===== src/rtl/imem_pkg.sv =====
// Shared constants, state encoding and helpers for the instruction-memory loader.
package imem_pkg;

  localparam int unsigned NBANK  = 8;
  localparam int unsigned AW     = 7;
  localparam logic [7:0]  SYNC   = 8'hA5;
  localparam int unsigned BANK_W = $clog2(NBANK);
  localparam int unsigned DEPTH  = 1 << AW;
  localparam int unsigned CNT_W  = AW + 1;

  typedef enum logic [2:0] {
    IDLE,
    BANK,
    COUNT,
    DATA,
    WRITE,
    CSUM
  } state_t;

  function automatic logic [NBANK-1:0] bank_onehot(input logic [BANK_W-1:0] b);
    return NBANK'(1) << b;
  endfunction

endpackage


===== src/rtl/imem_loader_if.sv =====
// Byte-stream valid/ready handshake feeding the loader.
interface imem_loader_if;

  logic [7:0] in_data;
  logic       in_valid;
  logic       in_ready;

  modport master (output in_data, output in_valid, input in_ready);
  modport slave  (input in_data, input in_valid, output in_ready);

endinterface


===== src/rtl/imem_word_pack.sv =====
// Little-endian byte-to-word packer with running XOR checksum.
module imem_word_pack (
  input  logic        clka,
  input  logic        rst_n,
  input  logic        clear,
  input  logic        byte_ok,
  input  logic [7:0]  byte_i,
  output logic        word_full,
  output logic [31:0] word_o,
  output logic [7:0]  csum_o
);

  logic [1:0]  idx_q;
  logic [31:0] word_q;
  logic [7:0]  csum_q;

  always_ff @(posedge clka or negedge rst_n) begin
    if (!rst_n) begin
      idx_q  <= '0;
      word_q <= '0;
      csum_q <= '0;
    end else if (clear) begin
      idx_q  <= '0;
      csum_q <= '0;
    end else if (byte_ok) begin
      word_q[{idx_q, 3'b000} +: 8] <= byte_i;
      csum_q                       <= csum_q ^ byte_i;
      idx_q                        <= idx_q + 2'd1;
    end
  end

  assign word_full = byte_ok && (idx_q == 2'd3);
  assign word_o    = word_q;
  assign csum_o    = csum_q;

endmodule


===== src/rtl/imem_loader.sv =====
// Framed byte-stream loader: SYNC, BANK, COUNT, COUNT*4 data bytes, CSUM -> bank RAM writes.
module imem_loader
  import imem_pkg::*;
(
  input  logic              clka,
  input  logic              rst_n,
  imem_loader_if.slave      strm,
  input  logic              abort,
  output logic              we,
  output logic [BANK_W-1:0] wbank,
  output logic [AW-1:0]     waddr,
  output logic [31:0]       wdata,
  output logic [NBANK-1:0]  core_hold,
  output logic              busy,
  output logic              done,
  output logic              err
);

  state_t             state_q, state_d;
  logic [BANK_W-1:0]  wbank_q, wbank_d;
  logic [NBANK-1:0]   hold_q, hold_d;
  logic [AW-1:0]      waddr_q, waddr_d;
  logic [CNT_W-1:0]   cnt_q, cnt_d;
  logic               we_q, we_d;
  logic               done_q, done_d;
  logic               err_q, err_d;
  logic               accept, pack_clear, byte_ok, word_full;
  logic [7:0]         csum;

  assign strm.in_ready = (state_q != WRITE);
  assign accept        = strm.in_valid && strm.in_ready;

  imem_word_pack u_pack (
    .clka      (clka),
    .rst_n     (rst_n),
    .clear     (pack_clear),
    .byte_ok   (byte_ok),
    .byte_i    (strm.in_data),
    .word_full (word_full),
    .word_o    (wdata),
    .csum_o    (csum)
  );

  always_ff @(posedge clka or negedge rst_n) begin
    if (!rst_n) begin
      state_q <= IDLE;
      wbank_q <= '0;
      hold_q  <= '0;
      waddr_q <= '0;
      cnt_q   <= '0;
      we_q    <= 1'b0;
      done_q  <= 1'b0;
      err_q   <= 1'b0;
    end else begin
      state_q <= state_d;
      wbank_q <= wbank_d;
      hold_q  <= hold_d;
      waddr_q <= waddr_d;
      cnt_q   <= cnt_d;
      we_q    <= we_d;
      done_q  <= done_d;
      err_q   <= err_d;
    end
  end

  always_comb begin
    state_d    = state_q;
    wbank_d    = wbank_q;
    hold_d     = hold_q;
    waddr_d    = waddr_q;
    cnt_d      = cnt_q;
    we_d       = 1'b0;
    done_d     = 1'b0;
    err_d      = 1'b0;
    pack_clear = 1'b0;
    byte_ok    = 1'b0;
    // abort outranks any byte transferred in the same cycle
    if (abort && (state_q != IDLE)) begin
      state_d = IDLE;
      hold_d  = '0;
      err_d   = 1'b1;
    end else begin
      unique case (state_q)
        IDLE: if (accept && (strm.in_data == SYNC)) state_d = BANK;
        BANK: if (accept) begin
          if (strm.in_data >= 8'(NBANK)) begin
            err_d   = 1'b1;
            state_d = IDLE;
          end else begin
            wbank_d = strm.in_data[BANK_W-1:0];
            hold_d  = bank_onehot(strm.in_data[BANK_W-1:0]);
            state_d = COUNT;
          end
        end
        COUNT: if (accept) begin
          if ((strm.in_data == 8'd0) || (9'(strm.in_data) > 9'(DEPTH))) begin
            err_d   = 1'b1;
            hold_d  = '0;
            state_d = IDLE;
          end else begin
            cnt_d      = CNT_W'(strm.in_data);
            waddr_d    = '0;
            pack_clear = 1'b1;
            state_d    = DATA;
          end
        end
        DATA: begin
          byte_ok = accept;
          if (word_full) begin
            we_d    = 1'b1;
            state_d = WRITE;
          end
        end
        WRITE: begin
          waddr_d = waddr_q + AW'(1);
          cnt_d   = cnt_q - CNT_W'(1);
          state_d = (cnt_q == CNT_W'(1)) ? CSUM : DATA;
        end
        CSUM: if (accept) begin
          done_d  = (strm.in_data == csum);
          err_d   = (strm.in_data != csum);
          hold_d  = '0;
          state_d = IDLE;
        end
        default: state_d = IDLE;
      endcase
    end
  end

  // Strobe is registered; the abort gate only removes a write already in flight.
  assign we        = we_q && !abort;
  assign wbank     = wbank_q;
  assign waddr     = waddr_q;
  assign core_hold = hold_q;
  assign busy      = (state_q != IDLE);
  assign done      = done_q;
  assign err       = err_q;

endmodule


===== src/flat_wrapper.sv =====
// flat-port wrapper written by rule: the top's interface ports become plain ports
module imem_loader_flat import imem_pkg::*;
  (clka, rst_n, abort, we, wbank, waddr, wdata, core_hold, busy, done, err, strm_in_data, strm_in_valid, strm_in_ready);
  imem_loader_if strm_i ();
  input  logic clka;
  input  logic rst_n;
  input  logic abort;
  output logic we;
  output logic [BANK_W-1:0] wbank;
  output logic [AW-1:0] waddr;
  output logic [31:0] wdata;
  output logic [NBANK-1:0] core_hold;
  output logic busy;
  output logic done;
  output logic err;
  input wire logic [$bits(strm_i.in_data)-1:0] strm_in_data;
  input wire logic [$bits(strm_i.in_valid)-1:0] strm_in_valid;
  output wire logic [$bits(strm_i.in_ready)-1:0] strm_in_ready;
  assign strm_i.in_data = strm_in_data;
  assign strm_i.in_valid = strm_in_valid;
  assign strm_in_ready = strm_i.in_ready;
  imem_loader u_core (.clka(clka), .rst_n(rst_n), .strm(strm_i), .abort(abort), .we(we), .wbank(wbank), .waddr(waddr), .wdata(wdata), .core_hold(core_hold), .busy(busy), .done(done), .err(err));
endmodule

===== config.mk =====
export PLATFORM = sky130hd
export DESIGN_NAME = imem_loader_flat
export DESIGN_NICKNAME = d
export VERILOG_FILES = /design/src/rtl/imem_pkg.sv /design/src/rtl/imem_loader_if.sv /design/src/rtl/imem_word_pack.sv /design/src/rtl/imem_loader.sv /design/src/flat_wrapper.sv
export SDC_FILE = /design/constraint.sdc
export NUM_CORES = 1
export LEC_CHECK = 0
export CORE_MARGIN = 2
export CORE_UTILIZATION = 59
export CTS_BUF_LIST = sky130_fd_sc_hd__clkbuf_4 sky130_fd_sc_hd__clkbuf_8
export DETAILED_ROUTE_END_ITERATION = 7
export GPL_TIMING_DRIVEN = 0
export PLACE_DENSITY = 0.88
export SLEW_MARGIN = 25
export SYNTH_ARGS = -nofsm -noshare
export SYNTH_HDL_FRONTEND = slang
export SYNTH_SLANG_ARGS = --single-unit
export TNS_END_PERCENT = 10

===== constraint.sdc =====
create_clock -name clka -period 4.7 [get_ports clka]
set_clock_uncertainty 0.1 [all_clocks]
set_input_delay 0.47 -clock clka [delete_from_list [all_inputs] [get_ports clka]]
set_output_delay 0.47 -clock clka [all_outputs]
set_load 0.1 [all_outputs]

==> results.sh <==
export IMPL_ys_types=62
export IMPL_ios=67
export IMPL_fin_cells=591
export IMPL_end_kind="primary output"
export IMPL_path_buf_inv=4
export IMPL_utilization_pct=76.4
export IMPL_path_clk_slew_ns=0.09
export IMPL_required_ns=4.13
export IMPL_layout_drive_gt1_share_pct=7.59
export IMPL_gp_congestion=0.885
export IMPL_dr_pass1_iters=5
export IMPL_critPathLaunchType="flip-flop"
export IMPL_ant_nets=0
export IMPL_slew_headroom_pct=34.0
export IMPL_final_cell_mix="80 x nand2_1, 74 x dfrtp_1, 62 x clkdlybuf4s50_1"
export IMPL_synth_area_mm2=0.00391
export IMPL_antenna_found_initial=0
export IMPL_die_area_mm2=0.00729
export IMPL_slowest_delay_ns=1.02
export IMPL_die_w_um=85.4
export IMPL_synth_area_per_cell_um2=9.02
export IMPL_final_net_count=529
export IMPL_areaGrowthSynthToFinish_pct=24.8
export IMPL_num_antenna_cells=0
export IMPL_worst_path_max_delay_cell="clkdlybuf4s50_1"
export IMPL_grt_total_usage_pct=28.6
export IMPL_min_period_ns=3.30
export IMPL_htreeDepth=3
export IMPL_rsz0062_at_grt="no"
export IMPL_cp_max_fo=10
export IMPL_postPlaceCellArea_mm2=0.00466
export IMPL_post_cts_buffers=0
export IMPL_core_mm2=0.00639
export IMPL_clock_sinks=74
export IMPL_dp_hpwl_mm=6.68
export IMPL_via_per_inst=6.09
export IMPL_setup_violations_final=0
export IMPL_ys_flop_type="dfrtp_1"
export IMPL_whs_ns=0.382
export IMPL_worstPathArrival_ns=2.73
export IMPL_max_vdd_ir_drop_mv=0.440
export IMPL_synth_edf_count=0
export IMPL_post_place_ws_ns=1.78
export IMPL_finalHoldViolCount=0
export IMPL_path_cells="buf_2 -> nor3b_2 -> inv_1 -> clkbuf_1 -> clkdlybuf4s50_1"
export IMPL_port_buffers=63
export IMPL_drt_iter0_drc=316
export IMPL_leakage_nw=2.07
export IMPL_grt_pass1_wl_mm=16.4
export IMPL_finalInstanceArea_mm2=0.00488
export IMPL_cp_top_family="buffers and inverters"
export IMPL_cts_buffers=9
export IMPL_grt_max_degree=47
export IMPL_dp_cells=574
export IMPL_cts_tree="built"
export IMPL_rows=29
export IMPL_async_reset_ff_share_pct=100
export IMPL_final_common_cell="nand2_1"
export IMPL_num_vias=3602
export IMPL_fin_ws_ns=1.40
export IMPL_clk_latency_ns=0.36
export IMPL_max_freq_ghz=0.303
export IMPL_slew_viol_final=0
export IMPL_fin_setup_tns_ns=0
export IMPL_clock_root_buffer="clkbuf_8"
export IMPL_drc_errors=0
export IMPL_fin_crit_sh_pct=70.2
export IMPL_outcome="complete, no violations"
export IMPL_worst_pin_slew_ns=0.987
export IMPL_hp_class="flip-flop to flip-flop"
export IMPL_yosysSeqAreaShare_pct=47.4
export IMPL_r2r_slack_ns=2.34
export IMPL_p_total_mw=2.32
export IMPL_start_util_pct=61.2
export IMPL_cap_violations=0
export IMPL_synth_seq_cells=74
export IMPL_worst_setup_path_type="flip-flop to primary output"
export IMPL_postSynthCellCount=433
export IMPL_clockBufferDepth=2
export IMPL_grt_overflow=0
export IMPL_die_height_um=85.4
export IMPL_ys_warn_count=0
export IMPL_power_density_mw_per_mm2=476
export IMPL_wl_per_cell_um=16.8
export IMPL_synth_fp_nets=453
export IMPL_grt_pass1_vias=3430
export IMPL_drt_total_wl_mm=9.90
==> cells in the mapped netlist (all sizes together) (3+ instances only) <==
master | instances | area share [%]
nor2 | 24 | 2.3
or4 | 4 | 0.86
nand3 | 10 | 1.3
or3 | 3 | 0.61
dfrtp | 74 | 47
nor3b | 7 | 1.5
buf | 6 | 0.93
a22o | 5 | 1.1
inv | 16 | 1.5
nor3 | 12 | 1.5
a21boi | 3 | 0.58
or2 | 3 | 0.48
mux2 | 8 | 2.3
o31ai | 4 | 0.77
a21oi | 17 | 2.5
nand2b | 3 | 0.48
nor2b | 4 | 0.64
and3 | 8 | 1.3
ha | 8 | 2.6
xor2 | 8 | 1.8
nand3b | 3 | 0.58
o21ai | 53 | 6.9
clkbuf | 21 | 2.0
nand2 | 80 | 7.7
o22ai | 3 | 0.48
a211o | 3 | 0.67
nor4 | 7 | 1.3
a32o | 4 | 1.0
==> per-layer routing <==
metal | vias to the layer above | GRT usage [%] | share of wire, %
met5 | - | 0 | 0
met4 | 0 | 11.5 | 2.0
met3 | 22 | 4.47 | 6.7
met2 | 151 | 45.2 | 49
met1 | 1739 | 39.7 | 42
li1 | 1690 | - | -
==> registers in the layout (all words and copies together) (netlist names), 2 cells and up <==
name,cells
u_core.state_q,3
u_core.u_pack.csum_o,8
u_core.waddr,7
u_core.u_pack.word_o,32
u_core.cnt_q,8
u_core.core_hold,8
u_core.u_pack.idx_q,2
u_core.wbank,3
==> area by class of cell <==
| cell class | count | area, um^2 |
|---|---|---|
| plain buffers | 27 | 115 |
| clock buffers | 9 | 124 |
| clock inverters | 7 | 83.8 |
| fillers | 458 | 1510 |
| inverters | 16 | 60.1 |
| multi-input cells | 316 | 1880 |
| flip-flops and latches | 74 | 1850 |
| well taps | 77 | 96.3 |
| repair buffers | 65 | 666 |
==> cell families (layout without fill, tap and decap cells) <==
group / count (synthesis) / after routing / share of synthesized area, %
muxes: 10 / 10 / 2.82
xor gates and xnor gates: 8 / 8 / 1.79
adders and majority gates: 8 / 8 / 2.56
buffers and inverters: 43 / 124 / 4.48
DFF: 74 / 74 / 47.4
AOI/OAI and AO/OA: 109 / 109 / 17.6
and+or+nand+nor: 181 / 181 / 23.3
==> power breakdown <==
part / leakage, nW / total, mW / internal (mW) / switching (mW)
combinational: 0.993 / 0.946 / 0.275 / 0.671
sequential: 0.972 / 0.847 / 0.742 / 0.105
clock: 0.103 / 0.529 / 0.256 / 0.273
total: 2.07 / 2.32 / 1.27 / 1.05
==> worst min-delay path: stages, from the launching register on <==
cell and delay, ns:
dfrtp_1 0.35, nand2_1 0.04, o21ai_0 0.06
==> worst paths after layout <==
kind | from | end | cells after the start
max in group asynchronous | rst_n | u_core.waddr[2] | 3
min | u_core.u_pack.word_o[6] | u_core.u_pack.word_o[6] | 2
max reg2reg | u_core.state_q[2] | u_core.waddr[6] | 6
max | u_core.state_q[1] | strm_in_ready | 5
min reg2reg | u_core.u_pack.word_o[6] | u_core.u_pack.word_o[6] | 2
min in group asynchronous | rst_n | u_core.u_pack.csum_o[0] | 2
==> what timing repair did <==
| item | CTS | global route |
|---|---|---|
| gates resized for setup | 0 | 0 |
| setup endpoints to repair | 0 | 0 |
| endpoints found under the hold margin | 28 | 0 |
| hold buffers | 1 | 0 |
Note: power is estimated with default switching activity, not from simulation.
